===== src/rtl/adder_tree_stream.sv =====
// Streaming pipelined adder tree: registered input rank, L registered adder levels, and a
// frame accumulator/output rank. Every rank shifts together under a single advance enable.
module adder_tree_stream #(
   parameter int unsigned DATA_W = 16,
   parameter int unsigned N_IN   = 16,
   parameter int unsigned OUT_W  = 2 * DATA_W,
   parameter bit          SIGNED = 1'b1
) (
   input  logic                     clk,
   input  logic                     reset,
   input  logic [N_IN*DATA_W-1:0]   inp,
   input  logic                     in_valid,
   input  logic                     in_last,
   input  logic                     acc_mode,
   output logic                     in_ready,
   output logic [OUT_W-1:0]         outp,
   output logic                     out_valid,
   input  logic                     out_ready,
   output logic                     out_overflow,
   output logic [7:0]               out_beats
);

   localparam int unsigned L  = $clog2(N_IN);
   localparam int unsigned TW = DATA_W + L;

   logic             advance;
   logic [L:0]       vld_q, last_q, mode_q;  // index k = tree level k, 0 = input register
   logic [TW-1:0]    tree_sum;
   logic [OUT_W-1:0] sum_ext, acc_q, res;
   logic [OUT_W:0]   add_full;
   logic             add_ovf, ovf_q, ovf_new, term;
   logic [7:0]       beats_q, beats_inc;

   // in_ready is combinational from out_ready through advance.
   assign advance  = !out_valid || out_ready;
   assign in_ready = advance;

   always_ff @(posedge clk or negedge reset) begin
      if (!reset) begin
         vld_q  <= '0;
         last_q <= '0;
         mode_q <= '0;
      end else if (advance) begin
         vld_q  <= {vld_q[L-1:0], in_valid};
         last_q <= {last_q[L-1:0], in_last};
         mode_q <= {mode_q[L-1:0], acc_mode};
      end
   end

   for (genvar k = 0; k <= L; k++) begin : g_lvl
      localparam int W = DATA_W + k;
      localparam int N = N_IN >> k;
      logic [N*W-1:0] sum_q;

      if (k == 0) begin : g_in
         always_ff @(posedge clk or negedge reset) begin
            if (!reset) sum_q <= '0;
            else if (advance) sum_q <= inp;
         end
      end else begin : g_add
         logic [N*W-1:0] sum_d;
         logic [W-2:0]   opa, opb;

         // Each pair is widened by one bit so the level can never overflow.
         always_comb begin
            sum_d = '0;
            opa   = '0;
            opb   = '0;
            for (int j = 0; j < N; j++) begin
               opa = g_lvl[k-1].sum_q[(2*j)*(W-1) +: W-1];
               opb = g_lvl[k-1].sum_q[(2*j+1)*(W-1) +: W-1];
               sum_d[j*W +: W] = {SIGNED & opa[W-2], opa} + {SIGNED & opb[W-2], opb};
            end
         end

         always_ff @(posedge clk or negedge reset) begin
            if (!reset) sum_q <= '0;
            else if (advance) sum_q <= sum_d;
         end
      end
   end

   assign tree_sum = g_lvl[L].sum_q;

   always_comb begin
      sum_ext = '0;
      sum_ext[TW-1:0] = tree_sum;
      for (int i = TW; i < OUT_W; i++) sum_ext[i] = SIGNED & tree_sum[TW-1];
   end

   assign add_full  = {1'b0, acc_q} + {1'b0, sum_ext};
   assign res       = add_full[OUT_W-1:0];
   assign add_ovf   = SIGNED ? ((acc_q[OUT_W-1] == sum_ext[OUT_W-1]) &&
                                (res[OUT_W-1] != acc_q[OUT_W-1]))
                             : add_full[OUT_W];
   assign ovf_new   = ovf_q | add_ovf;
   assign beats_inc = (beats_q == 8'd255) ? 8'd255 : beats_q + 8'd1;
   assign term      = last_q[L] || !mode_q[L];

   always_ff @(posedge clk or negedge reset) begin
      if (!reset) begin
         acc_q        <= '0;
         ovf_q        <= 1'b0;
         beats_q      <= '0;
         outp         <= '0;
         out_valid    <= 1'b0;
         out_overflow <= 1'b0;
         out_beats    <= '0;
      end else if (advance) begin
         out_valid <= 1'b0;
         if (vld_q[L]) begin
            if (term) begin
               outp         <= res;
               out_valid    <= 1'b1;
               out_overflow <= ovf_new;
               out_beats    <= beats_inc;
               acc_q        <= '0;
               ovf_q        <= 1'b0;
               beats_q      <= '0;
            end else begin
               acc_q   <= res;
               ovf_q   <= ovf_new;
               beats_q <= beats_inc;
            end
         end
      end
   end

endmodule


===== config.mk =====
export PLATFORM = sky130hd
export DESIGN_NAME = adder_tree_stream
export DESIGN_NICKNAME = d
export VERILOG_FILES = /design/src/rtl/adder_tree_stream.sv
export SDC_FILE = /design/constraint.sdc
export NUM_CORES = 2
export LEC_CHECK = 0
export ABC_AREA = 1
export BUFFER_PORTS_ARGS = -buffer_cell sky130_fd_sc_hd__buf_2
export CAP_MARGIN = 10
export CELL_PAD_IN_SITES_DETAIL_PLACEMENT = 1
export CELL_PAD_IN_SITES_GLOBAL_PLACEMENT = 2
export CORE_UTILIZATION = 36
export DETAILED_ROUTE_END_ITERATION = 16
export PLACE_DENSITY = 0.84
export SYNTH_ARGS = -nofsm -noshare
export SYNTH_HDL_FRONTEND = slang
export SYNTH_SLANG_ARGS = --single-unit

===== constraint.sdc =====
create_clock -name clk -period 2.23 [get_ports clk]
set_input_delay 0.446 -clock clk [delete_from_list [all_inputs] [get_ports clk]]
set_output_delay 0.446 -clock clk [all_outputs]
set_load 0.02 [all_outputs]

---- Yosys cells after proc, flatten, opt, wreduce, memory -nomap -nowiden ----
Cells that the tools add are included.
word-level totals
  bits in registers ....................... 620
  logic and storage cells ................. 49
operators by class
  $add $sub $neg .......................... 17
  equality and inequality tests ........... 3
  multiplexer cells ....................... 6
  bitwise logic cells ..................... 1
  reduce and logical (&&, ||, !) cells .... 7
operator list
  kind                                         count
  adder 16 x 16 -> 17 bit                      8
  adder 17 x 17 -> 18 bit                      4
  adder 18 x 18 -> 19 bit                      2
  adder 32 bit                                 1
  2-to-1 mux 32 bit                            1
  adder 19 x 19 -> 20 bit                      1
  2-to-1 mux 8 bit                             2
  adder 8 x 1 -> 8 bit, second input constant  1
  == test 8 bit, second input constant         1
  2-to-1 mux 1 bit                             3
  AND reduction 3 bit                          1
  zero test 1 bit                              2
  logical OR 1 bit                             2
  AND reduction 2 bit                          1
  == test 1 bit                                1
  logical AND 1 bit                            1
  inequality test 1 bit                        1
  bitwise OR 1 bit                             1

---- Logic depth before layout (Yosys ltp) ----
  depth after elaboration ................. 5
  gate-level depth with buffers ........... 15
  gate-level depth less buffers ........... 15

---- Worst setup path after synthesis ----
Ideal clock, no wire load.
  kind .................................... register to register
  start ................................... register acc_q[0]
  end ..................................... register acc_q[12]
  setup time .............................. 0.118 ns
  arrival ................................. 1.760 ns
  setup slack ............................. 0.352 ns
  stages on the path, launching flop included .. 12
  period minus slack after synthesis ...... 1.878 ns
  cell sequence ........................... dfrtp_1 -> ha_1 -> fa_1 -> nand3_1 -> nand2_1 -> nand2_1 -> nand2_2 -> nand2_1 -> nand2_2 -> or2_1 -> nand3_1 -> nand2_1
on the way
  word-level cells in the longest chain between the ends .. 2
ends and longest elaborated chain
  element                 line  source
  start, declared         29    logic [OUT_W-1:0] sum_ext, acc_q, res;
  start signal, assigned  121   acc_q <= res;
  adder 32 bit            91    assign add_full = {1'b0, acc_q} + {1'b0, sum_ext};
  2-to-1 mux 32 bit       112   if (term) begin
No other way between the ends.
A chain may end at the register's enable or synchronous reset.

---- Final worst setup path ----
  start ................................... register out_valid
  end ..................................... output in_ready
on the way
  word-level cells in the longest chain between the ends .. 2
ends and longest elaborated chain
  element                 line  source
  start, declared         17    output logic out_valid,
  start signal, assigned  106   out_valid <= 1'b0;
  start signal, assigned  110   out_valid <= 1'b0;
  start signal, assigned  114   out_valid <= 1'b1;
  zero test 1 bit         35    assign advance = !out_valid || out_ready;
  logical OR 1 bit        35
  end, declared           15    output logic in_ready,
No other way between the ends.

==> impl_metrics.py <==
metrics = {
    "global_routing": {
        "grt_max_degree": 154,
        "grt_pass1_vias": 36800,
        "grt_usage_pct": 21.3,
        "grt.overflow.total": 0,
        "grt_first_pass_wirelength_mm": 187,
        "grt_antenna_before_repair": 1,
    },
    "synthesis": {
        "synth_cells": 5009,
        "ys_seq_elements": 620,
        "synth_edf_count": 0,
        "avgSynthCellArea_sq_um": 7.49,
        "synth.most_common_cell": "nand2_1",
        "yosysWarnings": 0,
        "yosysTopAreaCellShare_pct": 41.3,
        "seq_area_frac_synth_pct": 41.3,
        "async_flop_share_pct": 100,
        "netlist.top_cell.by_area": "dfrtp_1",
        "synth.area.top_cells": "dfrtp_1 (41%), nand2_1 (21%), ha_1 (9.4%)",
        "synth_commonest_cells": "nand2_1 (2050), dfrtp_1 (620), inv_1 (374), nand3_1 (291), ha_1 (283)",
        "synth_cell_types": 45,
        "ys.flop_type": "dfrtp_1",
        "syn_area_sq_mm": 0.0375,
        "syn_nets": 5570,
    },
    "setup_path": {
        "cp_slowest_cell": "dfrtp_1",
        "crit_type": "flop to primary output",
        "cp.arrival_ps": 1680,
        "crit_chain": "inv_1 -> nor2_4 -> buf_12 -> clkinv_16 -> buf_4",
        "cp-start-kind": "flop",
        "setup.worst_path.end_class": "primary output",
        "slowest_delay_ps": 350,
        "cp_max_fo": 19,
        "worstPathRequired_ps": 1780,
    },
    "placed_design": {
        "dpl.hpwl_mm": 81.2,
        "port-buffer-count": 304,
        "place_inst": 6616,
        "gp_congestion": 0.847,
    },
    "die": {
        "die_w_um": 325,
        "core_sq_mm": 0.103,
        "start_util_pct": 36.3,
        "io_pins": 305,
        "rows": 118,
        "die_area_sq_mm": 0.106,
        "fp.dieH_um": 325,
    },
    "routing": {
        "postRouteWirelength_mm": 111,
        "vias_per_cell": 4.88,
        "post_drt_wl_per_cell_um": 15.8,
        "dr.pass1.iters": 13,
        "vias": 34200,
        "antenna_left": 0,
        "drc_errors": 0,
        "drtIter0Drc": 1431,
    },
    "clock_network": {
        "clk_pin_slew_ps": 60,
        "cts_tree": "yes",
        "numCtsBuffers": 77,
        "clk_path_buf_depth": 3,
        "cts.sinks": 620,
        "htree_levels": 3,
        "clk_latency_ps": 650,
        "clock-root-buffer": "clkbuf_16",
    },
    "finish": {
        "area_growth_pct": 22.9,
        "drive_gt1_share_pct": 10.7,
        "final_util_pct": 44.6,
        "multi_input_area_sq_mm": 0.0201,
        "regArea_sq_mm": 0.0155,
        "fin_cells": 7001,
        "n_fill_cell": 12800,
        "layout.nets": 6118,
    },
    "power_and_ir_drop": {
        "power_density_mw_per_mm2": 1590,
        "power_w": 0.0736,
        "irDropWorstVdd_v": 0.000725,
        "leakagePower_nw": 23.8,
    },
    "sta": {
        "slew_headroom_pct": 55.6,
        "slew_viol_final": 0,
        "clock.fmax_ghz": 0.470,
        "fin_setup_tns_ps": 0,
        "rsz0062_at_grt": "true",
        "finClkSkew_ps": 20.4,
        "tightest_slew_ps": 666,
        "setup_viol": 0,
        "fin_crit_sh_pct": 95.4,
        "hold_viol": 0,
        "fin_crit_ps": 2130,
    },
    "min_path": {
        "hold_path.class": "primary input to flop",
    },
    "flow_run": {
        "maxCapViolations": 0,
    },
    "outcome": {
        "outcome": "completed",
    },
}
[cell families after synthesis]
| group | count (synthesis) | synth area share [%] |
|---|---|---|
| AOI/OAI and AO/OA | 711 | 10.3 |
| xor gates and xnor gates | 137 | 3.20 |
| DFF | 620 | 41.3 |
| adders and majority gates | 299 | 10.3 |
| and+or+nand+nor | 2726 | 29.4 |
| buffers and inverters | 516 | 5.51 |
[state kept, by name (all words and copies together), names as in the netlist, 5 cells and up]
register,cells
g_lvl.sum_q,522
acc_q,32
outp,32
beats_q,8
out_beats,8
last_q,5
mode_q,5
vld_q,5
[cell type report]
type | instances | share of cell area, %
clock buffers | 106 | 4.90
diodes | 1 | 0.00542
well taps | 1380 | 3.74
multi-input cells | 3873 | 43.5
clock inverters | 36 | 0.941
flip-flops and latches | 620 | 33.6
inverters | 383 | 3.18
repair buffers | 602 | 10.1
[final timing paths]
| path | to | slack (ps) | cells past startpoint | start |
|---|---|---|---|---|
| hold / removal | g_lvl[0].sum_q[176] | 30 | 3 | inp[176] |
| max in group asynchronous | g_lvl[2].sum_q[43] | 1110 | 3 | reset |
| setup / recovery | in_ready | 100 | 5 | out_valid |
| setup reg to reg | outp[28] | 130 | 11 | g_lvl[4].sum_q[19] |
| hold reg to reg | outp[19] | 470 | 2 | outp[19] |
| min in group asynchronous | g_lvl[0].sum_q[9] | 250 | 2 | reset |
[where the power goes]
group	total [W]	switching (W)	leakage [nW]	internal [W]
Combinational	0.0411	0.0259	15.1	0.0152
Clock	0.0132	0.00519	1.32	0.00805
Sequential	0.0192	0.00329	7.44	0.0160
[cell usage in the layout (no fill, tap or decap), drive strengths merged, types with 13 or more instances in the layout]
cell type and count:
nand2 2064, dfrtp 620, inv 387, buf 368, o21ai 314, nand3 291
a21oi 287, ha 283, dlygate4sd3 234, nor2 234, clkbuf 106, xnor2 94
xor2 43, nor3 41, nand4 37, nand3b 37, a31oi 28, o31ai 20
o21bai 20, clkinv 19, a21o 16, fa 16, or2 14, o21a 13
[layer usage]
layer / vias up / share of wire, % / global-route usage (%)
li1: 17300 / - / -
met1: 16400 / 48 / 28.6
met2: 354 / 48 / 36.5
met3: 136 / 2.2 / 2.57
met4: 0 / 2.1 / 4.97
met5: - / 0 / 0
[timing repair]
action	in CTS	in global routing
setup buffers	0	8
hold endpoints to repair	329	0
endpoints found under the setup margin	5	40
gates cloned	0	0
pin swaps	0	5
hold buffers	234	0
gates resized for setup	4	45
[through the flow]
step / setup slack, ps / instance area [sq um] / hold slack, ps
2_1_floorplan: 352 / 37500 / 150
3_3_place_gp: 112 / 40900 / 303
3_5_place_dp: -64.7 / 40900 / 304
4_1_cts: 6.25 / 45900 / 0.457
5_1_grt: -21.6 / 46100 / 18.2
6_report: 102 / 46100 / 32.5
[critical path: cells and delay by family, from the launching register on]
family / cells / cell delay (ps)
buffers and inverters: 4 / 560
DFF: 1 / 350
and+or+nand+nor: 1 / 100
(Power assumes the default switching activity.)
